[config.mk]
export PLATFORM = sky130hd
export DESIGN_NAME = bcd_convert_ctrl
export DESIGN_NICKNAME = d
export VERILOG_FILES = /design/src/rtl/bcd_pkg.sv /design/src/rtl/bcd_add3.sv /design/src/rtl/bcd_convert_ctrl.sv
export SDC_FILE = /design/constraint.sdc
export NUM_CORES = 1
export LEC_CHECK = 0
export CAP_MARGIN = 40
export CORE_ASPECT_RATIO = 1.75
export CORE_UTILIZATION = 50
export DETAILED_ROUTE_END_ITERATION = 12
export PLACE_DENSITY = 0.74
export SETUP_SLACK_MARGIN = 0.05
export SYNTH_ARGS = -nofsm -noshare
export SYNTH_HDL_FRONTEND = slang
export SYNTH_SLANG_ARGS = --single-unit
export TNS_END_PERCENT = 5
[constraint.sdc]
create_clock -name clk -period 1.9 [get_ports clk]
set_clock_uncertainty 0.05 [all_clocks]
set_input_delay 0.285 -clock clk [delete_from_list [all_inputs] [get_ports clk]]
set_output_delay 0.285 -clock clk [all_outputs]
set_load 0.05 [all_outputs]
[src/rtl/bcd_pkg.sv]
// Shared constants and FSM state encoding for the binary-to-BCD converter.
package bcd_pkg;
    localparam int W          = 20;
    localparam int NDIG       = 6;
    localparam int ACC_DIGITS = 7;
    localparam int CNT_W      = 5;

    typedef enum logic [1:0] {
        IDLE  = 2'd0,
        SHIFT = 2'd1,
        DONE  = 2'd2
    } state_t;
endpackage

[src/rtl/bcd_add3.sv]
// Double-dabble digit correction: adds 3 to a BCD digit that is 5 or more.
// Purely combinational, zero latency, no flow control.
module bcd_add3 (
    input  logic [3:0] digit,
    output logic [3:0] adjusted
);
    assign adjusted = (digit >= 4'd5) ? digit + 4'd3 : digit;
endmodule

[src/rtl/bcd_convert_ctrl.sv]
// Sequential 20-bit binary to 6-digit BCD converter using double-dabble.
// Start accepted at edge k gives a one-cycle done pulse after edge k+20.
// Start is ignored while busy; a start during the done cycle begins a new conversion.
module bcd_convert_ctrl
    import bcd_pkg::*;
#(
    parameter int W    = bcd_pkg::W,
    parameter int NDIG = bcd_pkg::NDIG
) (
    input  logic         clk,
    input  logic         rst,
    input  logic         start,
    input  logic [W-1:0] value,
    output logic         busy,
    output logic         done,
    output logic         ovf,
    output logic [3:0]   dres0,
    output logic [3:0]   dres1,
    output logic [3:0]   dres2,
    output logic [3:0]   dres3,
    output logic [3:0]   dres4,
    output logic [3:0]   dres5
);
    localparam int ACC_W = 4 * ACC_DIGITS;
    localparam int RES_W = 4 * NDIG;

    state_t             state;
    state_t             state_nx;
    logic [W-1:0]       sr;
    logic [W-1:0]       sr_nx;
    logic [ACC_W-1:0]   acc;
    logic [ACC_W-1:0]   acc_adj;
    logic [ACC_W-1:0]   acc_nx;
    logic [CNT_W-1:0]   cnt;
    logic [RES_W-1:0]   res;
    logic               ovf_q;
    logic               last_iter;

    for (genvar g = 0; g < ACC_DIGITS; g++) begin : g_add3
        bcd_add3 u_add3 (
            .digit    (acc[4*g +: 4]),
            .adjusted (acc_adj[4*g +: 4])
        );
    end

    assign {acc_nx, sr_nx} = {acc_adj, sr} << 1;
    assign last_iter       = (cnt == CNT_W'(W - 1));

    always_comb begin
        state_nx = state;
        case (state)
            IDLE:    if (start) state_nx = SHIFT;
            SHIFT:   if (last_iter) state_nx = DONE;
            DONE:    state_nx = start ? SHIFT : IDLE;
            default: state_nx = IDLE;
        endcase
    end

    always_ff @(posedge clk) begin
        if (rst) begin
            state <= IDLE;
        end else begin
            state <= state_nx;
        end
    end

    always_ff @(posedge clk) begin
        if (rst) begin
            sr    <= '0;
            acc   <= '0;
            cnt   <= '0;
            res   <= '0;
            ovf_q <= 1'b0;
        end else begin
            case (state)
                IDLE, DONE: begin
                    if (start) begin
                        sr  <= value;
                        acc <= '0;
                        cnt <= '0;
                    end
                end
                SHIFT: begin
                    sr  <= sr_nx;
                    acc <= acc_nx;
                    cnt <= cnt + 1'b1;
                    // Results only move on the final iteration so they hold during SHIFT.
                    if (last_iter) begin
                        res   <= acc_nx[RES_W-1:0];
                        ovf_q <= |acc_nx[ACC_W-1:RES_W];
                    end
                end
                default: ;
            endcase
        end
    end

    assign busy  = (state == SHIFT);
    assign done  = (state == DONE);
    assign ovf   = ovf_q;
    assign dres0 = res[3:0];
    assign dres1 = res[7:4];
    assign dres2 = res[11:8];
    assign dres3 = res[15:12];
    assign dres4 = res[19:16];
    assign dres5 = res[23:20];
endmodule

==> results of run 1 <==
[routing by layer]
| layer | global-route usage (%) | up-vias | part of all wire, % |
|---|---|---|---|
| met5 | 0 | - | 0 |
| met4 | 10.3 | 0 | 1.9 |
| met3 | 4.10 | 11 | 3.2 |
| met2 | 38.0 | 50 | 54 |
| met1 | 22.2 | 1367 | 41 |
| li1 | - | 1485 | - |
[Yosys cell counts (all sizes together)]
cell     instances
clkbuf          11
a41oi            1
a21oi           43
o22ai           25
o31ai            6
o21bai           1
nor2            23
o21ai           15
inv             16
xnor2            7
nor3             2
a211oi          12
nand4bb          1
nand3            1
ha              15
a22oi           20
buf             13
nand2           31
a22o             1
nor2b            2
nand4            2
nor3b           13
nand2b          22
mux2             9
a32o             6
or3              3
dfxtp           80
mux2i            2
[per-stage QoR]
step	worst slack, ns	hold WS (ns)	cells
2_1_floorplan	0.317	0.387	383
4_1_cts	0.0689	0.149	524
6_report	0.0822	0.165	525
5_1_grt	0.0257	0.177	525
3_5_place_dp	0.0157	0.398	508
3_3_place_gp	0.0549	0.392	508
[power breakdown]
group	leakage (uW)	total (uW)	internal [uW]	switching, uW
Clock	0.000170	1970	1320	651
Combinational	0.000759	273	127	146
Sequential	0.000648	1730	1710	18.8
[sequential cells by signal, indices dropped and copies added (netlist names)]
name   cells
state      2
res       24
cnt        5
sr        20
acc       28
ovf        1
[path summary, 6_finish.rpt]
kind,to,slack [ns]
setup / recovery,ovf,0.08
hold / removal,cnt[2],0.16
setup reg to reg,res[18],0.17
hold reg to reg,sr[17],0.40
[cell families (layout without fill, tap and decap cells)]
family	after synthesis	in the layout	synth area share, %
adder cells (fa/ha/maj)	15	15	5.28
XOR/XNOR	7	7	1.72
buffers and inverters	40	98	5.07
AO/OA/AOI/OAI	130	130	24.7
AND/OR/NAND/NOR	100	100	14.7
flip-flops	80	80	45.1
multiplexers	11	11	3.41
[cell type report]
type / instances / area share (%)
inverter: 16 / 1.32
clock inverter: 5 / 2.28
tap: 84 / 2.31
sequential: 80 / 35.2
timing repair buffer: 66 / 14.5
clock buffer: 11 / 5.34
multi-input combinational: 263 / 39.1
[what timing repair did]
item	in CTS	in global routing
buffers inserted	0	1
setup endpoints to repair	0	11
gates resized for setup	0	1
endpoints found under the hold margin	0	0
==> flow_metrics.env, run 1 <==
export IMPL_min_period_ns=1.82
export IMPL_cts_inserted_buffers=9
export IMPL_clock_sinks=80
export IMPL_via_count=2913
export IMPL_grt_pass1_wl_um=12200
export IMPL_worstPathMaxFanout=2
export IMPL_die_x_um=65.7
export IMPL_insertion_delay_ns=0.33
export IMPL_cp_top_family="buffers and inverters"
export IMPL_grt_max_degree=37
export IMPL_cp_data_required_time_ns=1.56
export IMPL_crit_cells=1
export IMPL_r2r_start="cnt[1]"
export IMPL_core_area_um2=6860
export IMPL_powerDensity_nw_per_um2=874
export IMPL_hold_viol=0
export IMPL_final_max_slew_viol_count=0
export IMPL_power_uw=3970
export IMPL_syn_to_final_growth_pct=28.0
export IMPL_antenna_found_initial=0
export IMPL_via_per_inst=5.55
export IMPL_cp_startpoint="ovf"
export IMPL_critPathMaxStageDelay_ns=0.80
export IMPL_slowest_stage="clkdlybuf4s50_1"
export IMPL_ctsHoldBuffers=0
export IMPL_p_leak_uw=0.00158
export IMPL_fp_dieArea_um2=7460
export IMPL_clock_path_buffers=2
export IMPL_fillers=558
export IMPL_antenna_cells=0
export IMPL_peakVddDrop_uv=618
export IMPL_yosysSeqAreaShare_pct=45.1
export IMPL_clkTransAtPathRegs_ns=0.06
export IMPL_synth_area_leader_cell="dfxtp_1"
export IMPL_syn_num_nets=421
export IMPL_die_h_um=114
export IMPL_critPathArrivalTime_ns=1.48
export IMPL_io_pins=50
export IMPL_rsz0062_at_grt="yes"
export IMPL_synth_top_area_share_pct=45.1
export IMPL_syn_avg_cell_area_um2=9.28
export IMPL_worstMarginPinSlew_ns=0.549
export IMPL_htree_levels=3
export IMPL_gr_total_overflow=0
export IMPL_worstRegToRegCells=5
export IMPL_synth_cell_types=35
export IMPL_nets=474
export IMPL_placed_area_um2=4190
export IMPL_syn_area_um2=3550
export IMPL_fmax_ghz=0.550
export IMPL_finalSetupViolations=0
export IMPL_grt_pass1_vias=2747
export IMPL_holdCritPathClass="in -> reg"
export IMPL_gp_congestion=0.771
export IMPL_cp_num_buf_inv=1
export IMPL_grt_use_total_pct=20.9
export IMPL_stdcell_area_um2=4550
export IMPL_cts_tree="done"
export IMPL_ys_ff_latch=80
export IMPL_crit_path_cell_trace="clkdlybuf4s50_1"
export IMPL_drtAntennaViolNets=0
export IMPL_final_period_utilization_pct=95.7
export IMPL_ys_warn_count=0
export IMPL_holdPathStages=2
export IMPL_root_buffer="clkbuf_16"
export IMPL_hp_start="rst"
export IMPL_layout_commonest_cell="dfxtp_1"
export IMPL_ff_latch_area_um2=1600
export IMPL_numPortBuffers=49
export IMPL_status="finished, final reports clean"
export IMPL_drc=0
export IMPL_drt_wirelength_per_cell_um=13.4
export IMPL_utilization_pct=66.4
export IMPL_synth_area_leaders="dfxtp_1, a21oi_1, ha_1"
export IMPL_totalWireLength_um=7050
export IMPL_initial_utilization_pct=51.8
export IMPL_dp_hpwl_um=5010
export IMPL_path_class="reg -> out"
export IMPL_final_cell_mix="dfxtp_1, clkdlybuf4s50_1, a21oi_1"
export IMPL_slew_limit_headroom_pct=63.2
export IMPL_drtPass1Iterations=4
export IMPL_core_rowCount=40
export IMPL_netlist_instances=383
export IMPL_drive_gt1_share_pct=13.4
export IMPL_crit_path_start_kind="register"
export IMPL_drtIter0Drc=144
export IMPL_maxCapViolations=0
export IMPL_multi_input_area_um2=1780
export IMPL_fin_setup_tns_ns=0
export IMPL_end_kind="output port"
(Power assumes the default switching activity.)
==> run 2, diff against run 1 <==
PLACE_DENSITY = 0.73   (was 0.74)
SYNTH_HIERARCHICAL = 1   (was default)
==> flow_metrics.env, run 2 <==
export IMPL_status="finished, final reports clean"
export IMPL_grt_use_total_pct=20.3
export IMPL_htree_levels=3
export IMPL_syn_to_final_growth_pct=22.5
export IMPL_finalSetupViolations=0
export IMPL_critPathMaxStageDelay_ns=0.80
export IMPL_gr_total_overflow=0
export IMPL_slew_limit_headroom_pct=66.4
export IMPL_setup_ws_ns=0.0827
export IMPL_fillers=653
export IMPL_hold_viol=0
export IMPL_clock_sinks=80
export IMPL_crit_path_cell_trace="clkdlybuf4s50_1"
export IMPL_layout_commonest_cell="dfxtp_1"
export IMPL_largest_reg_flops=28
export IMPL_fmax_ghz=0.550
export IMPL_io_pins=50
export IMPL_syn_avg_cell_area_um2=8.46
export IMPL_critPathArrivalTime_ns=1.48
export IMPL_drtPass1Iterations=4
export IMPL_fp_dieArea_um2=8310
export IMPL_drc=0
export IMPL_clock_path_buffers=2
export IMPL_final_max_slew_viol_count=0
export IMPL_clkTransAtPathRegs_ns=0.06
export IMPL_grt_pass1_vias=3241
export IMPL_powerDensity_nw_per_um2=776
export IMPL_end_kind="output port"
export IMPL_nets=548
export IMPL_place_ws_ns=0.168
export IMPL_grt_pass1_wl_um=13700
export IMPL_utilization_pct=63.8
export IMPL_worstMarginPinSlew_ns=0.503
export IMPL_drtIter0Drc=154
export IMPL_totalWireLength_um=7810
export IMPL_cts_inserted_buffers=9
export IMPL_power_uw=3770
export IMPL_ys_warn_count=6
export IMPL_via_count=3337
export IMPL_initial_utilization_pct=52.1
export IMPL_worstPathMaxFanout=2
export IMPL_insertion_delay_ns=0.34
export IMPL_crit_path_start_kind="register"
export IMPL_syn_area_um2=3970
export IMPL_cp_top_family="buffers and inverters"
export IMPL_die_h_um=120
export IMPL_cts_tree="done"
export IMPL_final_cell_mix="dfxtp_1, nand2b_1, nand2_1"
export IMPL_largestRegisters="acc x28, res x24, sr x20"
export IMPL_root_buffer="clkbuf_16"
export IMPL_drt_wirelength_per_cell_um=12.9
export IMPL_slowest_stage="clkdlybuf4s50_1"
export IMPL_holdCritPathClass="in -> reg"
export IMPL_maxCapViolations=0
export IMPL_via_per_inst=5.53
export IMPL_fin_setup_tns_ns=0
export IMPL_cp_data_required_time_ns=1.56
export IMPL_min_period_ns=1.82
export IMPL_netlist_instances=469
export IMPL_antenna_cells=0
export IMPL_numPortBuffers=49
export IMPL_top_register="acc"
export IMPL_dp_hpwl_um=5360
export IMPL_ff_latch_area_um2=1600
export IMPL_grt_max_degree=43
export IMPL_syn_num_nets=507
export IMPL_core_rowCount=42
export IMPL_rsz0062_at_grt="yes"
export IMPL_die_x_um=69.3
export IMPL_gp_congestion=0.774
export IMPL_drtAntennaViolNets=0
export IMPL_path_class="reg -> out"
export IMPL_core_area_um2=7620
export IMPL_drive_gt1_share_pct=8.74
export IMPL_antenna_found_initial=0
export IMPL_final_period_utilization_pct=95.6
export IMPL_multi_input_area_um2=2150
export IMPL_peakVddDrop_uv=598
export IMPL_cp_num_buf_inv=1
export IMPL_p_leak_uw=0.00170
[run 2: cell type report]
cell class	count	area share (%)
clock buffer	13	5.36
sequential	80	33.0
clock inverter	3	0.824
timing repair buffer	62	13.1
tap	88	2.27
inverter	16	1.29
multi-input combinational	341	44.2
[run 2: repair_timing]
item | 4_1_cts | 5_1_grt
resized for setup | 0 | 2
hold buffers | 0 | 0
endpoints found under the setup margin | 0 | 6
setup buffers | 0 | 0
[run 2: worst paths after layout]
check	start	end	slack, ns	depth (start not counted)
hold / removal	rst	state[0]	0.31	2
setup / recovery	res[4]	dres1[0]	0.08	1
setup reg to reg	acc[25]	ovf	0.29	7
hold reg to reg	acc[25]	acc[25]	0.42	2
[run 2: through the flow]
| step | hold WS (ns) | cells | area (um^2) |
|---|---|---|---|
| finish | 0.311 | 603 | 4860 |
| global route | 0.336 | 603 | 4860 |
| CTS | 0.294 | 603 | 4860 |
| detailed placement | 0.410 | 587 | 4560 |
| global placement | 0.406 | 587 | 4560 |
| floorplan | 0.371 | 469 | 3970 |
[run 2: per-layer routing]
metal,global-route usage (%),wire length [um]
met3,4.70,253
met1,21.5,3210
met5,0,0
met4,10.5,199
met2,37.0,4140
[run 2: power by group]
part / leakage [uW] / switching, uW / internal, uW
registers: 0.000648 / 21.3 / 1710
clock network: 0.000150 / 646 / 1080
logic: 0.000904 / 174 / 134
